<file path="src/rtl/mem_arbiter.sv">
// mem_arbiter: shares one synchronous memory between the fetch port (I) and
// the load/store port (D). One access in flight at a time; a new grant may
// overlap the response cycle of the previous access.
// Optional feature: define MEM_ARBITER_ROUND_ROBIN_EN for alternating priority
// on contended grants (default build: fixed D-over-I priority).
module mem_arbiter #(
    parameter int unsigned ADDR_WIDTH  = 32,
    parameter int unsigned DATA_WIDTH  = 32,
    parameter int unsigned MEM_LATENCY = 1
) (
    input  logic                    clk,
    input  logic                    rst,
    input  logic                    i_req,
    input  logic [ADDR_WIDTH-1:0]   i_addr,
    output logic                    i_gnt,
    output logic                    i_rvalid,
    output logic [DATA_WIDTH-1:0]   i_rdata,
    input  logic                    d_req,
    input  logic                    d_we,
    input  logic [DATA_WIDTH/8-1:0] d_be,
    input  logic [ADDR_WIDTH-1:0]   d_addr,
    input  logic [DATA_WIDTH-1:0]   d_wdata,
    output logic                    d_gnt,
    output logic                    d_rvalid,
    output logic [DATA_WIDTH-1:0]   d_rdata,
    output logic                    m_req,
    output logic                    m_we,
    output logic [DATA_WIDTH/8-1:0] m_be,
    output logic [ADDR_WIDTH-1:0]   m_addr,
    output logic [DATA_WIDTH-1:0]   m_wdata,
    input  logic [DATA_WIDTH-1:0]   m_rdata
);

    localparam int unsigned BE_W  = DATA_WIDTH / 8;
    localparam int unsigned CNT_W = 3;

    localparam logic [0:0] IDLE = 1'b0;
    localparam logic [0:0] BUSY = 1'b1;

    localparam logic OWN_I = 1'b0;
    localparam logic OWN_D = 1'b1;

    logic [0:0]       state_q, state_d;
    logic [CNT_W-1:0] cnt_q, cnt_d;
    logic             owner_q, owner_d;
    logic             we_q, we_d;       // in-flight access is a store
`ifdef MEM_ARBITER_ROUND_ROBIN_EN
    logic             last_q, last_d;   // winner of the most recent grant
`endif

    logic resp;
    logic free;
    logic win_d;
    logic grant;

    // Response slot, free slot and winner selection
    always_comb begin
        resp  = !rst && (state_q == BUSY) && (cnt_q == CNT_W'(1));
        free  = !rst && ((state_q == IDLE) || resp);
`ifdef MEM_ARBITER_ROUND_ROBIN_EN
        win_d = d_req && (!i_req || (last_q == OWN_I));
`else
        win_d = d_req;
`endif
        grant = free && (i_req || d_req);
    end

    // Grant, memory command and response routing
    always_comb begin
        i_gnt    = 1'b0;
        d_gnt    = 1'b0;
        m_req    = 1'b0;
        m_we     = 1'b0;
        m_be     = '0;
        m_addr   = '0;
        m_wdata  = '0;
        i_rvalid = 1'b0;
        d_rvalid = 1'b0;
        i_rdata  = '0;
        d_rdata  = '0;
        if (grant) begin
            m_req = 1'b1;
            if (win_d) begin
                d_gnt   = 1'b1;
                m_we    = d_we;
                m_be    = d_be;
                m_addr  = d_addr;
                m_wdata = d_wdata;
            end else begin
                i_gnt   = 1'b1;
                m_be    = {BE_W{1'b1}};
                m_addr  = i_addr;
            end
        end
        if (resp) begin
            if (owner_q == OWN_D) begin
                d_rvalid = 1'b1;
                d_rdata  = we_q ? '0 : m_rdata;
            end else begin
                i_rvalid = 1'b1;
                i_rdata  = m_rdata;
            end
        end
    end

    // Next-state: latency countdown and ownership capture on grant
    always_comb begin
        state_d = state_q;
        cnt_d   = cnt_q;
        owner_d = owner_q;
        we_d    = we_q;
`ifdef MEM_ARBITER_ROUND_ROBIN_EN
        last_d  = last_q;
`endif
        if (state_q == BUSY) begin
            cnt_d = cnt_q - CNT_W'(1);
            if (cnt_q == CNT_W'(1)) begin
                state_d = IDLE;
            end
        end
        if (grant) begin
            state_d = BUSY;
            cnt_d   = CNT_W'(MEM_LATENCY);
            owner_d = win_d ? OWN_D : OWN_I;
            we_d    = win_d && d_we;
`ifdef MEM_ARBITER_ROUND_ROBIN_EN
            last_d  = win_d ? OWN_D : OWN_I;
`endif
        end
    end

    // State registers with synchronous reset
    always_ff @(posedge clk) begin
        if (rst) begin
            state_q <= IDLE;
            cnt_q   <= '0;
            owner_q <= OWN_I;
            we_q    <= 1'b0;
`ifdef MEM_ARBITER_ROUND_ROBIN_EN
            last_q  <= OWN_I;
`endif
        end else begin
            state_q <= state_d;
            cnt_q   <= cnt_d;
            owner_q <= owner_d;
            we_q    <= we_d;
`ifdef MEM_ARBITER_ROUND_ROBIN_EN
            last_q  <= last_d;
`endif
        end
    end

endmodule
</file>
<file path="config.mk">
export PLATFORM = sky130hd
export DESIGN_NAME = mem_arbiter
export DESIGN_NICKNAME = d
export VERILOG_FILES = /design/src/rtl/mem_arbiter.sv
export SDC_FILE = /design/constraint.sdc
export NUM_CORES = 1
export LEC_CHECK = 0
export CORE_AREA = 2 2 107 109
export CTS_CLUSTER_DIAMETER = 200
export DETAILED_ROUTE_END_ITERATION = 10
export DIE_AREA = 0 0 109 111
export SKIP_CTS_REPAIR_TIMING = 1
export SYNTH_ARGS = -nofsm -noshare
export SYNTH_HDL_FRONTEND = slang
export SYNTH_SLANG_ARGS = --single-unit
</file>
<file path="constraint.sdc">
create_clock -name clk -period 2.2 [get_ports clk]
set_input_delay 0.66 -clock clk [delete_from_list [all_inputs] [get_ports clk]]
set_output_delay 0.66 -clock clk [all_outputs]
set_load 0.005 [all_outputs]
</file>
==> flow_summary.yaml <==
run:
  cap_violations: 0
yosys:
  synth.area.mux_share_pct: 0
  yosysSeqAreaShare_pct: 7.882
  synth.distinct_cells: 29
  synthSimpleGateAreaFrac_pct: 59.03
  synth_top_family_by_area: "simple AND/OR/NAND/NOR gates"
  syn_area_mm2: 0.001524
  synth_xor_area_share_pct: 1.149
  synth_compound_area_share_pct: 21.67
  synth_seq_cells: 6
  synthAdderAreaFrac_pct: 1.642
  ys_warn_count: 0
  avgSynthCellArea_um2: 6.684
  syn_inst: 228
  syn_nets: 367
timing:
  hold_viol_final: 0
  finalSetupViolCount: 137
  finalSetupTns_ns: -29.95
  slew_violations: 0
  fmax_mhz: 383.8
  fin_worst_skew_ns: 0.0006135
  fin_ws_ns: -0.4054
  fin_crit_ns: 2.605
  period_share_pct: 118.4
  rsz0062_at_grt: "yes"
  slew_headroom_pct: 75.24
  tightest_slew_ns: 0.3620
clocking:
  clkTransAtPathRegs_ns: 0.04
  clk_latency_ns: 0.23
  cts_buffer_depth: 2
  cts_sinks: 6
  cts_made_buffers: 3
  cts_tree: "yes"
  cts_htree_levels: 1
  cts-root-buf: "clkbuf_16"
power_and_ir_drop:
  power.share.switching_pct: 30.26
  switching_power_uw: 454.8
  power_leakage_nw: 2.646
  power_density_mw_per_mm2: 259.8
  p_clk_share_pct: 20.2
  seqPwrFrac_pct: 8.7
  ir_drop_uv: 175.5
  p_int_mw: 1.048
  combPwrFrac_pct: 71.1
global_route:
  grtUsageTotal_pct: 13.21
  grt_antenna_before_repair: 0
  grt_max_degree: 39
  grt_overflow_total: 0
  first_global_vias: 2533
  grt_pass1_wl_um: 12820
die:
  start_util_pct: 13.76
  io_pins: 275
  die_h_um: 111
  die_x_um: 109
  num_rows: 39
  die_area_mm2: 0.01210
  core_mm2: 0.01108
placed_design:
  globalplace.congestion: 0.8746
  portBuffers: 274
  hpwl_um: 7484
run_status:
  violations: "negative setup slack"
  status: "finished, violations left"
setup_path:
  path_class: "primary input to primary output"
  reg2regPathDepth: 9
  ff2ff_setup_slack_ns: 0.64
  cp-start-kind: "primary input"
  crit-reg2reg-launch: "cnt_q[1]"
  r2r_end: "we_q"
  critPathMaxFanout: 4
  end_kind: "primary output"
  cp.arrival_ns: 1.95
  worstPathRequired_ns: 1.54
cells_and_area:
  nNetsFinal: 703
  area_growth_pct: 279.5
  post-route-util_pct: 52.21
  n_antenna_cell: 0
  layout-drive-gt1-share_pct: 64.95
hold_path:
  hold_path_end: "we_q"
  holdPathStages: 2
  hp-class: "register to register"
  hp-start: "we_q"
detailed_routing:
  drt_iter0_drc: 80
  vias: 3003
  wl_met3_um: 1174
  wl_per_cell_um: 17.19
  dr.max_layer_used: "met4"
  dr.pass1.iters: 4
  drc: 0
  viasPerCell: 4.260
  dr_wl_met2_um: 6754
  routed_wl_um: 12120
  m1WireLength_um: 3961
  antenna_left: 0
## worst max-delay path by stage
stage,slack (ns),startpoint,endpoint,cells past startpoint
6_report,-0.41,rst,i_rdata[2],11
5_1_grt,-0.45,rst,i_rdata[2],11
4_1_cts,-0.86,d_req,m_addr[11],7
3_5_place_dp,-0.86,d_req,m_addr[11],7
3_3_place_gp,-0.88,d_req,m_addr[11],7
2_1_floorplan,0.007,rst,d_rdata[10],5
## sequential cells by signal, indices dropped and copies added (netlist names)
register / flops
cnt_q: 3
owner_q: 1
state_q: 1
we_q: 1
## synthesized netlist by cell type
cell type	instances	area (um2)
o22ai_1	1	6.260
inv_1	4	15.01
nand4bb_4	1	27.53
xor2_1	1	8.760
xnor2_1	1	8.760
nor2b_1	2	12.51
ha_1	2	25.02
a21oi_1	6	30.03
nand2_1	2	7.510
a2111oi_0	1	8.760
clkbuf_2	7	35.03
and2_1	69	431.7
nor2_1	39	146.4
o2bb2ai_1	1	8.760
a211oi_4	1	20.02
nand2b_1	1	6.260
nor3_1	1	5.000
buf_4	1	7.510
and2_2	28	210.2
nor3_4	1	16.27
nand2b_4	1	13.76
clkbuf_1	6	22.52
dfxtp_1	6	120.1
buf_2	8	40.04
buf_6	1	11.26
o32ai_1	1	8.760
nor2_4	2	22.52
a21o_1	1	7.510
a22oi_1	32	240.2
## logic make-up (layout without fill, tap and decap cells)
group | after synthesis | count (layout)
AND/OR/NAND/NOR | 147 | 147
AO/OA/AOI/OAI | 44 | 44
buffers and inverters | 27 | 361
flip-flops | 6 | 6
adder cells (fa/ha/maj) | 2 | 2
XOR/XNOR | 2 | 2
## power groups by stage
stage | sequential (mW) | combinational, mW | clock [mW]
after CTS | 0.128 | 0.772 | 0.307
after global placement | 0.129 | 0.763 | 0
final | 0.130 | 1.07 | 0.303
after global routing | 0.132 | 1.13 | 0.314
after detailed placement | 0.129 | 0.768 | 0
after floorplan | 0.129 | 0.234 | 0
## metrics by stage
stage / power, mW / setup slack (ns) / hold slack [ns] / std cells / cell area [um2]
floorplan: 0.3632 / 0.007015 / 0.4642 / 228 / 1524
global route: 1.578 / -0.4479 / 0.5273 / 705 / 5783
CTS: 1.206 / -0.8647 / 0.5073 / 645 / 4619
global placement: 0.8916 / -0.8773 / 0.4781 / 642 / 4544
finish: 1.503 / -0.4054 / 0.5172 / 705 / 5783
detailed placement: 0.8968 / -0.8604 / 0.5048 / 642 / 4544
## per-layer routing
| metal | up-vias | global-route usage, % |
|---|---|---|
| li1 | 1423 | - |
| met1 | 1377 | 13.64 |
| met2 | 184 | 25.26 |
| met3 | 19 | 4.115 |
| met4 | 0 | 3.077 |
| met5 | - | 0 |
## placed cells by master (no fill, tap or decap), types with 2 or more instances in the layout
cell type        synthesis  final
clkdlybuf4s50_1          0    133
buf_6                    1    115
and2_4                   0     82
buf_2                    8     45
a22oi_2                  0     31
nor2_1                  39     27
buf_4                    1     19
clkbuf_16                0     16
and2_1                  69     14
clkbuf_2                 7     10
buf_8                    0      9
nor2_4                   2      8
buf_12                   0      8
nor2_2                   0      6
a21oi_2                  0      4
dfxtp_1                  6      4
inv_1                    4      2
inv_2                    0      2
a21oi_1                  6      2
nand2_1                  2      2
dfxtp_2                  0      2
dlymetal6s2s_1           0      2
## worst max-delay path, stage by stage
cell       delay, ns
buf_6           0.09
nand4bb_4       0.20
buf_6           0.15
nor2_4          0.11
buf_12          0.12
buf_8           0.10
clkbuf_16       0.12
buf_6           0.10
buf_6           0.08
and2_4          0.13
buf_6           0.08
## area by class of cell
type | count | area, um2
flip-flops and latches | 6 | 122.6
fillers | 1008 | 5294
inverters | 4 | 15.01
well taps | 143 | 178.9
clock buffers | 3 | 75.07
repair buffers | 354 | 3690
multi-input cells | 195 | 1702
(Power assumes the default switching activity.)
